<file path="src/rtl/instr_decode_stage_pkg.sv">
// Shared decode definitions: opcode map, instruction field positions and stage FSM states.
package instr_decode_stage_pkg;

   localparam int unsigned OPC_W   = 4;
   localparam int unsigned OPC_LSB = 12;
   localparam int unsigned RD_LSB  = 9;
   localparam int unsigned RS_LSB  = 6;
   localparam int unsigned RT_LSB  = 3;
   localparam int unsigned IMM_W   = 6;

   localparam logic [OPC_W-1:0] OP_WR_MAX = 4'h9;
   localparam logic [OPC_W-1:0] OP_STORE  = 4'hA;
   localparam logic [OPC_W-1:0] OP_BRANCH = 4'hB;
   localparam logic [OPC_W-1:0] OP_JUMP   = 4'hC;
   localparam logic [OPC_W-1:0] OP_HALT   = 4'hF;

   typedef enum logic [1:0] {
      ST_EMPTY = 2'd0,
      ST_FULL  = 2'd1,
      ST_STALL = 2'd2
   } state_e;

   // Only the ALU/load range 0x0-0x9 writes a destination register.
   function automatic logic writes_rd(input logic [OPC_W-1:0] op);
      logic w;
      case (op)
         OP_STORE, OP_BRANCH, OP_JUMP, OP_HALT: w = 1'b0;
         default:                               w = (op <= OP_WR_MAX);
      endcase
      return w;
   endfunction

endpackage

</file>
<file path="src/rtl/instr_decode_stage_scoreboard.sv">
// Register busy scoreboard: set on issue, clear on writeback, three combinational read ports.
// Optional macro DECODE_WB_BYPASS_EN lets a same-cycle writeback clear the read result.
module decode_scoreboard #(
   parameter int unsigned REG_AW = 3
) (
   input  logic              clock,
   input  logic              reset_n,
   input  logic              set_en,
   input  logic [REG_AW-1:0] set_addr,
   input  logic              clr_en,
   input  logic [REG_AW-1:0] clr_addr,
   input  logic [REG_AW-1:0] ra_addr,
   input  logic [REG_AW-1:0] rb_addr,
   input  logic [REG_AW-1:0] rc_addr,
   output logic              ra_busy_c,
   output logic              rb_busy_c,
   output logic              rc_busy_c
);

   localparam int unsigned NREG = 1 << REG_AW;

   logic [NREG-1:0] busy_q;
   logic [NREG-1:0] set_vec;
   logic [NREG-1:0] clr_vec;
   logic [NREG-1:0] busy_view;

   always_comb begin
      set_vec = '0;
      clr_vec = '0;
      if (set_en) set_vec[set_addr] = 1'b1;
      if (clr_en) clr_vec[clr_addr] = 1'b1;
   end

   // A set landing this cycle is always visible so a back-to-back reader cannot slip past it.
`ifdef DECODE_WB_BYPASS_EN
   assign busy_view = (busy_q & ~clr_vec) | set_vec;
`else
   assign busy_view = busy_q | set_vec;
`endif

   assign ra_busy_c = busy_view[ra_addr];
   assign rb_busy_c = busy_view[rb_addr];
   assign rc_busy_c = busy_view[rc_addr];

   // Set wins over clear on the same bit.
   always_ff @(posedge clock or negedge reset_n) begin
      if (!reset_n) busy_q <= '0;
      else          busy_q <= (busy_q & ~clr_vec) | set_vec;
   end

endmodule

</file>
<file path="src/rtl/instr_decode_stage.sv">
// Instruction decode stage: one-entry output register with RAW hazard stall against a register scoreboard.
// Optional macro DECODE_WB_BYPASS_EN releases a stall in the writeback cycle itself.
module instr_decode_stage
   import instr_decode_stage_pkg::*;
#(
   parameter int unsigned DATA_W = 16,
   parameter int unsigned REG_AW = 3
) (
   input  logic              clock,
   input  logic              reset_n,
   input  logic              in_valid,
   output logic              in_ready,
   input  logic [DATA_W-1:0] instr,
   output logic [REG_AW-1:0] rs,
   output logic [REG_AW-1:0] rt,
   output logic [REG_AW-1:0] rd,
   output logic              reg_write,
   output logic [DATA_W-1:0] imm,
   output logic [OPC_W-1:0]  opcode,
   output logic              out_valid,
   input  logic              out_ready,
   input  logic              wb_valid,
   input  logic [REG_AW-1:0] wb_rd
);

   state_e state_q;

   logic [OPC_W-1:0]  dec_op;
   logic [REG_AW-1:0] dec_rd;
   logic [REG_AW-1:0] dec_rs;
   logic [REG_AW-1:0] dec_rt;
   logic [DATA_W-1:0] dec_imm;
   logic              dec_rw;

   logic [REG_AW-1:0] chk_rs;
   logic [REG_AW-1:0] chk_rt;
   logic [REG_AW-1:0] chk_rd;
   logic              chk_rw;
   logic              rs_busy_c;
   logic              rt_busy_c;
   logic              rd_busy_c;
   logic              hazard_c;
   logic              accept_c;
   logic              consume_c;

   assign dec_op  = instr[OPC_LSB +: OPC_W];
   assign dec_rd  = instr[RD_LSB +: REG_AW];
   assign dec_rs  = instr[RS_LSB +: REG_AW];
   assign dec_rt  = instr[RT_LSB +: REG_AW];
   assign dec_imm = DATA_W'($signed(instr[IMM_W-1:0]));
   assign dec_rw  = writes_rd(dec_op);

   assign in_ready  = reset_n & ((state_q == ST_EMPTY) | ((state_q == ST_FULL) & out_ready));
   assign accept_c  = in_valid & in_ready;
   assign consume_c = out_valid & out_ready;

   // While stalled, the held instruction is re-checked; otherwise the incoming one.
   always_comb begin
      chk_rs = dec_rs;
      chk_rt = dec_rt;
      chk_rd = dec_rd;
      chk_rw = dec_rw;
      if (state_q == ST_STALL) begin
         chk_rs = rs;
         chk_rt = rt;
         chk_rd = rd;
         chk_rw = reg_write;
      end
   end

   assign hazard_c = rs_busy_c | rt_busy_c | (chk_rw & rd_busy_c);

   decode_scoreboard #(
      .REG_AW (REG_AW)
   ) u_sb (
      .clock     (clock),
      .reset_n   (reset_n),
      .set_en    (consume_c & reg_write),
      .set_addr  (rd),
      .clr_en    (wb_valid),
      .clr_addr  (wb_rd),
      .ra_addr   (chk_rs),
      .rb_addr   (chk_rt),
      .rc_addr   (chk_rd),
      .ra_busy_c (rs_busy_c),
      .rb_busy_c (rt_busy_c),
      .rc_busy_c (rd_busy_c)
   );

   // Stage FSM and output register; out_valid mirrors the FULL state.
   always_ff @(posedge clock or negedge reset_n) begin
      if (!reset_n) begin
         state_q   <= ST_EMPTY;
         out_valid <= 1'b0;
         reg_write <= 1'b0;
         rs        <= '0;
         rt        <= '0;
         rd        <= '0;
         imm       <= '0;
         opcode    <= '0;
      end else begin
         case (state_q)
            ST_EMPTY, ST_FULL: begin
               if (accept_c) begin
                  opcode    <= dec_op;
                  rd        <= dec_rd;
                  rs        <= dec_rs;
                  rt        <= dec_rt;
                  imm       <= dec_imm;
                  reg_write <= dec_rw;
                  state_q   <= hazard_c ? ST_STALL : ST_FULL;
                  out_valid <= ~hazard_c;
               end else if (consume_c) begin
                  state_q   <= ST_EMPTY;
                  out_valid <= 1'b0;
               end
            end
            ST_STALL: begin
               if (!hazard_c) begin
                  state_q   <= ST_FULL;
                  out_valid <= 1'b1;
               end
            end
            default: begin
               state_q   <= ST_EMPTY;
               out_valid <= 1'b0;
            end
         endcase
      end
   end

endmodule

</file>
<file path="config.mk">
export PLATFORM = sky130hd
export DESIGN_NAME = instr_decode_stage
export DESIGN_NICKNAME = d
export VERILOG_FILES = /design/src/rtl/instr_decode_stage_pkg.sv /design/src/rtl/instr_decode_stage_scoreboard.sv /design/src/rtl/instr_decode_stage.sv
export SDC_FILE = /design/constraint.sdc
export NUM_CORES = 1
export LEC_CHECK = 0
export CAP_MARGIN = 20
export CORE_UTILIZATION = 48
export CTS_BUF_LIST = sky130_fd_sc_hd__clkbuf_4 sky130_fd_sc_hd__clkbuf_8
export CTS_CLUSTER_DIAMETER = 60
export DETAILED_ROUTE_END_ITERATION = 8
export GPL_ROUTABILITY_DRIVEN = 0
export PLACE_DENSITY = 0.82
export SYNTH_ARGS = -nofsm -noshare
export SYNTH_HDL_FRONTEND = slang
export SYNTH_HIERARCHICAL = 1
export SYNTH_SLANG_ARGS = --single-unit
</file>
<file path="constraint.sdc">
create_clock -name clock -period 3 [get_ports clock]
set_clock_uncertainty 0.2 [all_clocks]
set_input_delay 0.45 -clock clock [delete_from_list [all_inputs] [get_ports clock]]
set_output_delay 0.45 -clock clock [all_outputs]
set_load 0.01 [all_outputs]
</file>
======== Yosys cells after proc, flatten, opt, wreduce, memory -nomap -nowiden ========
Cells that the tools add are included.
word-level totals
  register bits after elaboration ......... 31
  input bits .............................. 24
  output and inout port bits .............. 32
  logic and storage cells ................. 72
cells by class
  order comparisons ....................... 8
  equality and inequality tests ........... 8
  mux-type cells .......................... 26
  bitwise gates (word level) .............. 14
  reduce and logical (&&, ||, !) cells .... 7
operators with widths
  operator                                                                              number
  3-bit by 4-bit less-than comparator with 1-bit output (second input constant)         5
  4-bit equality test (second input constant)                                           4
  8-bit 2-to-1 mux                                                                      2
  8-bit OR                                                                              2
  1-bit 2-to-1 mux                                                                      10
  1-bit binary-select mux with 3-bit select                                             3
  3-bit 2-to-1 mux                                                                      3
  8-bit AND                                                                             1
  2-bit 2-to-1 mux                                                                      4
  8-bit NOT                                                                             1
  1-bit AND                                                                             6
  1-bit demux with 3-bit select                                                         2
  3-bit by 1-bit greater-or-equal comparator with 1-bit output (second input constant)  2
  4-bit <= comparator (second input constant)                                           1
  2-bit one-hot mux with 2 select lines                                                 1
  2-bit AND reduction                                                                   2
  4-bit OR reduction                                                                    1
  3-bit != test (second input constant)                                                 1
  1-bit OR                                                                              3
  2-bit by 1-bit equality test with 1-bit output (second input constant)                1
  2-bit equality test (second input constant)                                           1
  1-bit logical AND                                                                     2
  2-bit zero test                                                                       1
  2-bit != test (second input constant)                                                 1
  other kinds (3)                                                                       3

======== Logic depth before layout (Yosys ltp) ========
  depth in word-level cells ............... 13
  mapped depth ............................ 10
  gate-level depth less buffers ........... 8

======== Hierarchy ========
The synthesis kept the hierarchy.
by module, submodules not included
  module              instances  cells an instance  area each (µm²)  seq. area each (µm²)
  instr_decode_stage  1          74                 1037.2           475.5
  decode_scoreboard   1          95                 788.3            200.2

======== Worst setup path before layout ========
Ideal clock, no wire load.
  kind .................................... reg-to-reg
  start point ............................. register out_valid
  end point ............................... register out_valid
  setup time .............................. 120 ps
  arrival time ............................ 2371 ps
  setup slack ............................. 309 ps
  stages on the path, launching flop included .. 11
  path buffers ............................ 2
  period minus slack after synthesis ...... 2691 ps
  cells stage by stage .................... dfrtp_1 nor2b_1 buf_2 mux2_2 buf_2 xor2_1 o2111ai_1 o21ai_1 nor4_1 a311oi_1 a31o_2
on the way
  word-level cells in the longest chain between the ends .. 11
  elaborated cells between the ends (all ways) .. 19
  classes of those cells .................. 2 x eq/ne; 9 x mux; 7 x bitwise; 1 x reduce/logical
ends and longest elaborated chain
  what                                         RTL line                             source
  start: declaration                           instr_decode_stage.sv:20             output logic out_valid,
  start signal: assignment                     instr_decode_stage.sv:112            out_valid <= ~hazard_c;
  1-bit AND *                                  instr_decode_stage.sv:55             assign consume_c = out_valid & out_ready;
  1-bit AND *                                  instr_decode_stage.sv:78             .set_en (consume_c & reg_write),
  8-bit 2-to-1 mux *                           instr_decode_stage_scoreboard.sv:30  if (set_en) set_vec[set_addr] = 1'b1;
  8-bit OR *                                   instr_decode_stage_scoreboard.sv:38  assign busy_view = busy_q | set_vec;
  1-bit binary-select mux with 3-bit select *  instr_decode_stage_scoreboard.sv:43  assign rc_busy_c = busy_view[rc_addr];
  1-bit 2-to-1 mux (implied by the code) *     instr_decode_stage_scoreboard.sv:43
  net rd_busy_c                                instr_decode_stage.sv:41             logic rd_busy_c;
  1-bit AND *                                  instr_decode_stage.sv:71             assign hazard_c = rs_busy_c | rt_busy_c | (chk_rw & rd_busy_c);
  1-bit OR *                                   instr_decode_stage.sv:71
  1-bit NOT                                    instr_decode_stage.sv:112
  1-bit 2-to-1 mux                             instr_decode_stage.sv:104            if (accept_c) begin
  1-bit one-hot mux with 2 select lines        instr_decode_stage.sv:102            case (state_q)
The timed path passes the listed nets; every way through them passes the cells marked *. The select of a mux whose other input is x is not followed.
A chain may end at the register's enable or synchronous reset.

======== Worst setup path after layout ========
Ends and elaborated chain as after synthesis.

==> run summary <==
Status - finished clean
Area delta synth->final - 29.47%
Combinational power share - 0.580
Post-synth EDFFs - 0
Port-buffer cells - 55
DPL Wire Length - 2959 um
Drt first pass iters - 4
Die Area - 4054 sq um
Setup TNS - 0 ns
Via count - 1442
CTS Sinks - 27
Max-slew violation count - 0
Footprint of the multi-input gates - 983.4 sq um
Reg area - 675.6 sq um
Met2 usage - 0.3298
Antenna violations before repair - 0
Worst-Skew Late Latency - 0.28 ns
DR iter-0 viols - 32
H-tree levels - 1
Total power - 2.150 mW
VDD IR max - 0.0005756 V
CP max FO - 10
P per Cell Area - 909.6 nW/um^2
RSZ-0062 raised after global routing - no
Io pins - 56
Setup violators final - 0
Post-Syn Area - 1826 sq um
Postcts setup bufs - 0
R2r worst-path depth - 9
# diodes - 0
Fill count - 295
FP Rows - 22
CTS tree - built
Largest net degree at the start of global routing - 30
Flops & latches, synth - 27
Mapped Cells - 169
Warnings from Yosys - 6
Rel. slew slack - 0.7133
Global-route wire length before repair - 6348 um
Period utilization - 0.9368
Reg power frac - 0.320
CTS clk-pin slew, worst paths - 0.10 ns
Post-route ant nets - 0
Hold Crit Class - register to register
Cell depth of the worst hold path - 1
Leakage - 0.9989 nW
Core Area - 3661 sq um
Clock root buffer - clkbuf_8
M3 GR Usage - 0.03080
Async S/R FF share, synth - 1.000
Vias in the first global route - 1338
WL final - 3922 um
P_int - 1.346 mW
Most used routing layer - met2
Synth cell types - 42
Register area share after synthesis - 0.3701
GR Overflow Total - 0
Met1 Use GR - 0.2749
Net Switching - 0.8036 mW
Period minus WS final - 2.810 ns
# DRC - 0
Synthesized Nets - 193
Clock share of power - 0.100
Initial Util - 0.4986
Critical setup path kind - register to register
Total GRT Usage - 0.2049
Switching Share - 0.3738
Synth Flop Type - dfrtp_1
Clock Path Buffers - 2
Highest clock rate - 355.8 MHz
Via density - 5.568
MaxCap Viol Count - 0
Share of layout cells above drive strength 1 - 0.1991
Total CTS buffers - 3
Final nets - 236
Chip height - 63.67 um
Worst path required time - 2.98 ns
Final hold violation count - 0
Wirelength per Cell - 15.14 um
Slew @ Worst Pin - 0.4294 ns
CP arrival - 2.79 ns
Syn_area_per_cell - 10.80 sq um
Worst setup SP type - register
CP Capture Type - register
Die Wd - 63.67 um
==> repair_timing <==
action | 4_1_cts | 5_1_grt
setup endpoints to repair | 0 | 2
resized for setup | 0 | 1
hold buffers | 0 | 0
==> power groups by stage <==
stage | logic (mW) | clock network (mW) | registers [mW]
2_1_floorplan | 0.779 | 0 | 0.714
3_3_place_gp | 1.22 | 0 | 0.684
3_5_place_dp | 1.23 | 0 | 0.691
4_1_cts | 1.23 | 0.220 | 0.684
5_1_grt | 1.34 | 0.237 | 0.715
6_report | 1.25 | 0.215 | 0.688
==> through the flow <==
stage	hold WS, ns	std cells	util	setup WS, ns	instance area (sq um)
floorplan	-0.04559	169	-	0.3088	1826
global placement	0.2851	255	0.6306	0.2090	2308
detailed placement	0.2977	255	0.6306	0.1614	2308
CTS	0.3207	259	0.6439	0.1755	2357
global route	0.3445	259	0.6456	0.006378	2364
finish	0.3216	259	0.6456	0.1896	2364
==> sequential cells by signal, indices dropped and copies added, names as in the netlist <==
signal       count
imm              3
u_sb/busy_q      8
rs               3
rd               3
out_valid        1
opcode           4
state_q          1
reg_write        1
rt               3
==> cell type report <==
class,count,area share
clock buffer,3,0.01747
clock inverter,1,0.003176
sequential,27,0.2859
timing repair buffer,59,0.2456
tap,48,0.02541
multi-input combinational,117,0.4161
inverter,4,0.006353
==> placed cells by master (no fill, tap or decap), drive strengths merged, types with 3 or more instances in the layout <==
| cell | synthesis | layout |
|---|---|---|
| clkdlybuf4s50 | 0 | 55 |
| nand2 | 14 | 14 |
| xor2 | 3 | 3 |
| o31ai | 4 | 4 |
| nand4b | 5 | 5 |
| dfrtp | 27 | 27 |
| nand3b | 6 | 6 |
| mux2i | 6 | 6 |
| nor2 | 4 | 4 |
| inv | 4 | 4 |
| nand2b | 5 | 5 |
| buf | 20 | 4 |
| clkbuf | 1 | 3 |
| a21oi | 5 | 5 |
| o21ai | 14 | 14 |
| mux2 | 26 | 26 |
==> critical path, stage by stage, from the launching register on <==
cell and delay (ns):
dfrtp_1 0.45, nor2b_1 0.19, buf_4 0.22, mux2_2 0.41, xor2_1 0.16, o2111ai_1 0.17
o21ai_1 0.08, nor4_1 0.40, a311oi_2 0.17, a31o_2 0.25
==> kinds of logic (layout without fill, tap and decap cells) <==
logic type	after synthesis	count (layout)	synth area share
flip-flops	27	27	0.3701
AO/OA/AOI/OAI	34	34	0.1227
XOR/XNOR	5	5	0.02399
AND/OR/NAND/NOR	45	45	0.1624
buffers and inverters	25	67	0.09458
multiplexers	33	33	0.2262
==> metal layers <==
| layer | wire [um] | share of wire |
|---|---|---|
| met5 | 0 | 0 |
| met4 | 87 | 0.022 |
| met3 | 240 | 0.061 |
| met2 | 1823 | 0.46 |
| met1 | 1770 | 0.45 |
==> final timing paths <==
check / from / to / slack [ns]
max in group asynchronous: reset_n / u_sb/busy_q[0] / 1.84
worst max-delay path: out_valid / out_valid / 0.19
worst min register to register: imm[1] / imm[1] / 0.32
min in group asynchronous: reset_n / rd[0] / 0.48
worst min-delay path: imm[1] / imm[1] / 0.32
worst max register to register: out_valid / out_valid / 0.19
==> synthesized netlist by cell type, types with 2 or more instances <==
cell type | instances | share of area
dfrtp_1 | 27 | 0.37
mux2_2 | 16 | 0.099
buf_4 | 14 | 0.058
nand2_1 | 14 | 0.029
o21ai_0 | 12 | 0.033
mux2_4 | 10 | 0.082
mux2i_1 | 6 | 0.033
nand3b_1 | 6 | 0.025
a21oi_1 | 5 | 0.014
inv_1 | 4 | 0.0082
nand2b_1 | 4 | 0.014
nand4b_1 | 4 | 0.019
nor2_1 | 4 | 0.0082
o31ai_1 | 4 | 0.016
buf_2 | 3 | 0.0082
buf_6 | 3 | 0.019
xor2_1 | 3 | 0.014
a211oi_1 | 2 | 0.0082
nand4_1 | 2 | 0.0069
o2111ai_1 | 2 | 0.0096
o21ai_1 | 2 | 0.0055
xnor2_1 | 2 | 0.0096
Power figures use the tool's default switching activity.
